===== src/rtl/xnor_gate_if.sv =====
// xnor_gate_if: operand/control and result bundle for xnor_gate.
// The master drives operands and controls. The slave (xnor_gate) drives all results.
interface xnor_gate_if #(
   parameter int WIDTH = 1
);
   localparam int CNT_W = $clog2(WIDTH + 1);

   logic [WIDTH-1:0] a;
   logic [WIDTH-1:0] b;
   logic             in_valid;
   logic             clr;
   logic [WIDTH-1:0] y;
   logic [WIDTH-1:0] y_q;
   logic             out_valid;
   logic             eq_q;
   logic [CNT_W-1:0] match_cnt_q;
   logic             mismatch_seen;
   logic             parity_q;

   modport master (
      output a, b, in_valid, clr,
      input  y, y_q, out_valid, eq_q, match_cnt_q, mismatch_seen, parity_q
   );

   modport slave (
      input  a, b, in_valid, clr,
      output y, y_q, out_valid, eq_q, match_cnt_q, mismatch_seen, parity_q
   );
endinterface


===== src/rtl/xnor_gate.sv =====
// xnor_gate: bitwise XNOR with a combinational path and a registered, valid-qualified path with match statistics.
// Define XNOR_GATE_PARITY_EN to build the registered parity output; otherwise parity_q is tied to 0.
module xnor_gate #(
   parameter int WIDTH = 1
) (
   input logic        clk,
   input logic        rst_n,
   xnor_gate_if.slave bus
);
   localparam int CNT_W = $clog2(WIDTH + 1);

   logic [WIDTH-1:0] xnor_w;
   logic [CNT_W-1:0] pop_w;
   logic [WIDTH-1:0] y_r;
   logic             ov_r;
   logic             eq_r;
   logic             ms_r;
   logic [CNT_W-1:0] cnt_r;

   assign xnor_w = ~(bus.a ^ bus.b);
   assign bus.y  = xnor_w;

   always_comb begin
      pop_w = '0;
      for (int unsigned i = 0; i < WIDTH; i++) begin
         pop_w = pop_w + CNT_W'(xnor_w[i]);
      end
   end

   // clr outranks in_valid; with neither, only out_valid drops and results hold.
   always_ff @(posedge clk or negedge rst_n) begin
      if (!rst_n) begin
         y_r   <= '0;
         ov_r  <= 1'b0;
         eq_r  <= 1'b0;
         cnt_r <= '0;
         ms_r  <= 1'b0;
      end else if (bus.clr) begin
         y_r   <= '0;
         ov_r  <= 1'b0;
         eq_r  <= 1'b0;
         cnt_r <= '0;
         ms_r  <= 1'b0;
      end else if (bus.in_valid) begin
         y_r   <= xnor_w;
         ov_r  <= 1'b1;
         eq_r  <= &xnor_w;
         cnt_r <= pop_w;
         ms_r  <= ms_r | ~(&xnor_w);
      end else begin
         ov_r  <= 1'b0;
      end
   end

   assign bus.y_q           = y_r;
   assign bus.out_valid     = ov_r;
   assign bus.eq_q          = eq_r;
   assign bus.match_cnt_q   = cnt_r;
   assign bus.mismatch_seen = ms_r;

`ifdef XNOR_GATE_PARITY_EN
   logic par_r;

   always_ff @(posedge clk or negedge rst_n) begin
      if (!rst_n) begin
         par_r <= 1'b0;
      end else if (bus.clr) begin
         par_r <= 1'b0;
      end else if (bus.in_valid) begin
         par_r <= ^xnor_w;
      end
   end

   assign bus.parity_q = par_r;
`else
   assign bus.parity_q = 1'b0;
`endif
endmodule


===== src/flat_wrapper.sv =====
// flat-port wrapper written by rule: the top's interface ports become plain ports
module xnor_gate_flat 
#(
   parameter int WIDTH = 1
)
  (clk, rst_n, bus_a, bus_b, bus_in_valid, bus_clr, bus_y, bus_y_q, bus_out_valid, bus_eq_q, bus_match_cnt_q, bus_mismatch_seen, bus_parity_q);
  xnor_gate_if #(.WIDTH(WIDTH)) bus_i ();
  input logic clk;
  input logic rst_n;
  input wire logic [$bits(bus_i.a)-1:0] bus_a;
  input wire logic [$bits(bus_i.b)-1:0] bus_b;
  input wire logic [$bits(bus_i.in_valid)-1:0] bus_in_valid;
  input wire logic [$bits(bus_i.clr)-1:0] bus_clr;
  output wire logic [$bits(bus_i.y)-1:0] bus_y;
  output wire logic [$bits(bus_i.y_q)-1:0] bus_y_q;
  output wire logic [$bits(bus_i.out_valid)-1:0] bus_out_valid;
  output wire logic [$bits(bus_i.eq_q)-1:0] bus_eq_q;
  output wire logic [$bits(bus_i.match_cnt_q)-1:0] bus_match_cnt_q;
  output wire logic [$bits(bus_i.mismatch_seen)-1:0] bus_mismatch_seen;
  output wire logic [$bits(bus_i.parity_q)-1:0] bus_parity_q;
  assign bus_i.a = bus_a;
  assign bus_i.b = bus_b;
  assign bus_i.in_valid = bus_in_valid;
  assign bus_i.clr = bus_clr;
  assign bus_y = bus_i.y;
  assign bus_y_q = bus_i.y_q;
  assign bus_out_valid = bus_i.out_valid;
  assign bus_eq_q = bus_i.eq_q;
  assign bus_match_cnt_q = bus_i.match_cnt_q;
  assign bus_mismatch_seen = bus_i.mismatch_seen;
  assign bus_parity_q = bus_i.parity_q;
  xnor_gate #(.WIDTH(WIDTH)) u_core (.clk(clk), .rst_n(rst_n), .bus(bus_i));
endmodule

===== config.mk =====
export PLATFORM = sky130hd
export DESIGN_NAME = xnor_gate_flat
export DESIGN_NICKNAME = d
export VERILOG_FILES = /design/src/rtl/xnor_gate_if.sv /design/src/rtl/xnor_gate.sv /design/src/flat_wrapper.sv
export SDC_FILE = /design/constraint.sdc
export NUM_CORES = 1
export LEC_CHECK = 0
export CAP_MARGIN = 20
export CORE_AREA = 2 2 39 41
export CTS_CLUSTER_DIAMETER = 40
export CTS_CLUSTER_SIZE = 20
export DETAILED_ROUTE_END_ITERATION = 12
export DIE_AREA = 0 0 41 43
export PLACE_DENSITY_LB_ADDON = 0.12
export SLEW_MARGIN = 0
export SYNTH_ARGS = -nofsm -noshare
export SYNTH_HDL_FRONTEND = slang
export SYNTH_SLANG_ARGS = --single-unit

===== constraint.sdc =====
create_clock -name clk -period 1.5 [get_ports clk]
set_clock_uncertainty 0.15 [all_clocks]
set_input_delay 0.15 -clock clk [delete_from_list [all_inputs] [get_ports clk]]
set_output_delay 0.15 -clock clk [all_outputs]
set_load 0.05 [all_outputs]

==> results of run 1 <==
==> critical path, cell delays in order <==
cell and delay (ns):
clkdlybuf4s50_1 0.44, xnor2_2 0.28, buf_12 0.18
==> Yosys cell counts <==
cell	count
o22ai_1	1
buf_4	3
nor2_1	1
inv_1	2
a22o_1	1
xnor2_2	1
nand2b_1	1
conb_1	1
dfrtp_1	3
==> worst paths after layout <==
| kind | slack, ns | startpoint | endpoint |
|---|---|---|---|
| worst max register to register | 0.53 | u_core.bus.eq_q | u_core.bus.eq_q |
| min in group asynchronous | 0.50 | rst_n | u_core.bus.out_valid |
| worst min register to register | 0.43 | u_core.bus.mismatch_seen | u_core.bus.mismatch_seen |
| worst max-delay path | 0.15 | bus_b | bus_y |
| worst min-delay path | 0.38 | bus_in_valid | u_core.bus.out_valid |
| max in group asynchronous | 0.56 | rst_n | u_core.bus.eq_q |
==> per-layer routing <==
metal,vias up,share of wire (%)
met5,-,0
met4,0,0
met3,0,10
met2,10,47
met1,56,42
li1,64,-
==> cell type report <==
class,instances,area share (%)
clock buffers,4,7.42
inverters,2,2.12
multi-input cells,6,12.7
flip-flops and latches,3,21.2
well taps,16,5.65
repair buffers,12,50.9
==> sequential cells by signal, summed over array words and instances, names as in the netlist <==
register / cells
u_core.bus.mismatch_seen: 1
u_core.bus.eq_q: 1
u_core.bus.out_valid: 1
==> where the power goes <==
part | internal, W | switching, W
clock network | 0.0000997 | 0.0000414
registers | 0.0000873 | 0.00000954
logic | 0.0000677 | 0.0000680
==> cells by family after synthesis <==
kind of cell | after synthesis
compound gates | 2
other cells | 1
xor+xnor | 1
flops | 3
simple gates | 2
buf+inv | 5
==> per-stage QoR <==
stage | hold WS [ns] | setup slack (ns) | cell area (um2)
after floorplan | -0.296 | 0.277 | 150
after global placement | 0.196 | 0.148 | 318
final | 0.379 | 0.153 | 354
after detailed placement | 0.196 | 0.155 | 318
after CTS | 0.374 | 0.146 | 354
after global routing | 0.417 | 0.101 | 354
==> repair_timing <==
item,in CTS,in global routing
hold buffers,1,0
resized for setup,0,0
setup buffers,0,0
hold endpoints to repair,3,0
==> impl_results.md, run 1 <==
* Remaining routing DRC violations at 0
* Ant diodes at 0
* Tightest Hold Check Type: in2reg
* Adder-cell share of the synthesized area at 0%
* Vias in the first global route at 116
* Minimum clock period after layout at 1.35 ns
* Seq cells post-synth at 3
* Share of final-layout standard cells stronger than drive strength 1 at 37.0%
* Most frequent cells in the layout: buf_12, clkdlybuf4s50_1, clkbuf_4, dfrtp_1, inv_1
* Core Box Area at 0.00138 mm2
* Sequential cell area fraction in the yosys report at 50.0%
* CTS Buf Count at 3
* Most frequent standard cell in the layout excluding fill and tap cells: buf_12
* Area share of xor/xnor cells in the synthesized design at 10.8%
* Global-route wire length before repair at 462 um
* Average wire per standard cell at 7.07 um
* Max-slew violation total from the final report at 0
* Core occupancy in the finished layout at 25.6%
* Total overflow reported by the global router at 0
* Global routing usage on met2 at 4.38%
* Clock transition at path regs at 0.04 ns
* Data arrival time at the worst-slack endpoint at 1.05 ns
* FP Rows at 14
* Antenna violations before repair at 0
* Post-Synthesis Cell Area at 150 um2
* Number of endpoints with negative hold slack in the final report at 0
* Clock net sink count at 3
* Top cell type by total area after synthesis: dfrtp_1
* Category of the most critical setup path: in2out
* Critical Path RT at 1.20 ns
* Top area cells in the synthesized netlist: dfrtp_1, buf_4, xnor2_2
* Router iterations before antenna repair at 2
* Iter 0 DRT Violations at 1
* Final period utilization at 89.8%
* Number of cells traversed by the worst register-to-register path at 1
* Most used routing layer: met4
* IR Drop Worst-Case VDD at 239 uV
* Met1 capacity usage during global routing at 4.52%
* Cell Count Post-Placement at 38
* Overall Power at 0.000374 W
* Syn_area_per_cell at 10.7 um2
* Element type at the critical path start: input pin
* Unique masters post-synth at 9
* Final ANT Viol Nets at 0
* Post-route non-filler standard cell count at 43
* Mux contribution to synthesized area at 0%
* Fillers at 150
* Deepest level of the CTS H-tree at 1
* Sum of routed wire length over all layers at 304 um
* Max cap viols at 0
* Status: finished clean
* Number of nets at the end of the flow at 34
* Starting utilization of the core area at 10.8%
* Dominant combinational cell family by area after synthesis: buffers and inverters
* Longest Clk Path Bufs at 2
* Critical Path Fanout Max at 3
* Syn Nets at 20
* Total of buffers placed on input and output ports at 11
* Global Route met3 Usage at 3.14%
* Pin count of the biggest net entering global routing at 5
* Clock latency of the later-clocked register in the worst-skew pair at 0.23 ns
* Die area at 0.00176 mm2
* Static Leakage at 0.161 nW
* Endpoint class of the critical path: output port
* Height of the die at 43 um
* Cell count after synthesis at 14
* Instance count along the most critical hold path at 3
* Clock tree from TritonCTS: yes
* CTS Root Cell: clkbuf_4
* Area Growth Syn to Fin at 136%
* Area occupied by multi-input gates at 45.0 um2
* RSZ-0062 raised after global routing: no
* Post-Route Setup TNS at 0 ns
* Aggregate global-route resource usage at 4.62%
* Highest clock rate at 0.742 GHz
* Synth top area share at 50.0%
* Post-synthesis compound-gate area fraction at 10.0%
* Power density over cell area at 1050 mW/mm2
* Number of setup violations in the final report at 0
* IO Count at 13
* Register cell area after layout at 75.1 um2
* Width of the die at 41 um
* Simple-gate share of the synthesized area at 6.67%
* Routability congestion estimate at 0.630
* Routed vias at 130
* Via-to-Cell Ratio at 3.02
* Synth warnings at 0
No activity file was read; power rests on OpenSTA's default activity.
==> inputs of run 2 (changes only) <==
- CTS_CLUSTER_DIAMETER: 40 -> unset
==> results of run 2 <==
Final layout, timing and power as in run 1 (identical DEF).
==> inputs of run 3 (changes only) <==
- CTS_BUF_LIST: unset -> sky130_fd_sc_hd__clkbuf_4 sky130_fd_sc_hd__clkbuf_8 sky130_fd_sc_hd__clkbuf_16
- CTS_CLUSTER_SIZE: 20 -> unset
- REMOVE_ABC_BUFFERS: unset -> 1
==> run 3 against run 2 <==
Against the previous run:
- utilization is 0.27 points higher
- via count shrank 2.3%
- flip-flop and latch count did not move
- non-clock buffer count did not move
- critical path depth unchanged
- maximum frequency grew 0.42%
- register-to-register slack about the same
- worst setup slack better by 0.0057 ns
- cell count unchanged
- global-route usage up 1.2 points
- power rose by 4.8%
==> impl_results.md, run 3 (synthesis results as in run 1) <==
* Vias in the first global route at 138
* Hold Buf Count CTS at 1
* Hold path endpoint: u_core.bus.out_valid
* Ant diodes at 0
* Iter 0 DRT Violations at 2
* Highest clock rate at 0.745 GHz
* Element type at the critical path start: input pin
* Starting utilization of the core area at 10.8%
* Status: finished clean
* Longest Clk Path Bufs at 2
* Most frequent cells in the layout: buf_12, clkdlybuf4s50_1, clkbuf_4, dfrtp_1, inv_1
* Overall Power at 0.000392 W
* Cells traversed along the worst timing path: clkdlybuf4s50_1 -> xnor2_2 -> buf_12
* RSZ-0062 raised after global routing: no
* Metal2 WL at 159 um
* Most frequent standard cell in the layout excluding fill and tap cells: buf_12
* CTS Buf Count at 3
* Number of cells traversed by the worst register-to-register path at 1
* Routed wl met3 at 33 um
* Area Growth Syn to Fin at 138%
* Source of the worst register-to-register timing path: u_core.bus.eq_q
* FP Rows at 14
* Clock latency of the later-clocked register in the worst-skew pair at 0.23 ns
* Via-to-Cell Ratio at 2.95
* Sum of routed wire length over all layers at 313 um
* Category of the most critical setup path: in2out
* Final ANT Viol Nets at 0
* Number of endpoints with negative hold slack in the final report at 0
* Delay of the slowest critical-path stage at 0.44 ns
* Non-Filler Cell Area, Final at 358 um2
* Height of the die at 43 um
* Max cap viols at 0
* Worst Hold Launch: bus_in_valid
* Pin count of the biggest net entering global routing at 5
* Deepest level of the CTS H-tree at 1
* Instance count along the most critical hold path at 3
* IR Drop Worst-Case VDD at 248 uV
* Met1 wire length at 120 um
* Die area at 0.00176 mm2
* Routability congestion estimate at 0.671
* Static Leakage at 0.164 nW
* Router iterations before antenna repair at 2
* Reg-to-reg slack, setup at 0.53 ns
* Clock transition at path regs at 0.04 ns
* Clock tree from TritonCTS: yes
* Number of nets at the end of the flow at 34
* Critical Path Fanout Max at 3
* Endpoint class of the critical path: output port
* Width of the die at 41 um
* Clock net sink count at 3
* Global-route wire length before repair at 538 um
* Remaining routing DRC violations at 0
* Number of setup violations in the final report at 0
* Power density over cell area at 1090 mW/mm2
* CTS Root Cell: clkbuf_4
* Antenna violations before repair at 0
* Worst-path cell with the longest stage delay: clkdlybuf4s50_1
* Setup Buffers After CTS at 0
* Share of final-layout standard cells stronger than drive strength 1 at 40.7%
* IO Count at 13
* Post-DP Area at 318 um2
* Aggregate global-route resource usage at 5.82%
* Final period utilization at 89.4%
* Highest metal used: met3
* Crit Reg-Reg Endpoint: u_core.bus.eq_q
* Tightest Hold Check Type: in2reg
* Average wire per standard cell at 7.28 um
* Total of buffers placed on input and output ports at 11
* Max-slew violation total from the final report at 0
* Total overflow reported by the global router at 0
* Post-cts gate resize count at 0
* Minimum clock period after layout at 1.34 ns
* Critical Path RT at 1.20 ns
* Core Box Area at 0.00138 mm2
* Data arrival time at the worst-slack endpoint at 1.04 ns
* Routed vias at 127
==> run 3: worst max-delay path by stage <==
stage                          startpoint               to  slack [ns]  depth (start not counted)
after global routing                bus_b            bus_y        0.13                          3
after CTS                           bus_b            bus_y        0.15                          3
after detailed placement            bus_b            bus_y        0.16                          3
final                               bus_b            bus_y        0.16                          3
after floorplan           u_core.bus.eq_q  u_core.bus.eq_q       -0.16                          1
after global placement              bus_b            bus_y        0.17                          3
==> run 3: cell type report <==
cell class	instances	area [um2]
tap	16	20.0
clock buffer	4	30.0
inverter	2	7.51
sequential	3	75.1
multi-input combinational	6	45.0
fill	149	1030
timing repair buffer	12	180
==> run 3: metrics by stage <==
| stage | utilization [%] | setup TNS, ns | std cells | setup slack, ns | hold WS, ns |
|---|---|---|---|---|---|
| 4_1_cts | 25.9 | 0 | 43 | 0.149 | 0.377 |
| 2_1_floorplan | - | -0.159 | 11 | -0.159 | -0.296 |
| 6_report | 25.9 | 0 | 43 | 0.158 | 0.386 |
| 3_3_place_gp | 23.0 | 0 | 38 | 0.173 | 0.199 |
| 3_5_place_dp | 23.0 | 0 | 38 | 0.156 | 0.190 |
| 5_1_grt | 25.9 | 0 | 43 | 0.126 | 0.397 |
==> run 3: layer usage <==
metal | global-route usage (%) | vias up
li1 | - | 64
met1 | 5.14 | 53
met2 | 5.63 | 10
met3 | 3.14 | 0
met4 | 12.0 | 0
met5 | 0 | -
==> run 3: report_power, final <==
| group | internal [W] | switching [W] | total [W] |
|---|---|---|---|
| Clock | 0.000118 | 0.0000413 | 0.000159 |
| Combinational | 0.0000677 | 0.0000681 | 0.000136 |
| Sequential | 0.0000874 | 0.00000940 | 0.0000968 |
| Total | 0.000273 | 0.000119 | 0.000392 |
==> run 3: worst max-delay path: cells and delay by family <==
kind / cells / cell delay, ns
xor gates and xnor gates: 1 / 0.27
buffers and inverters: 2 / 0.62
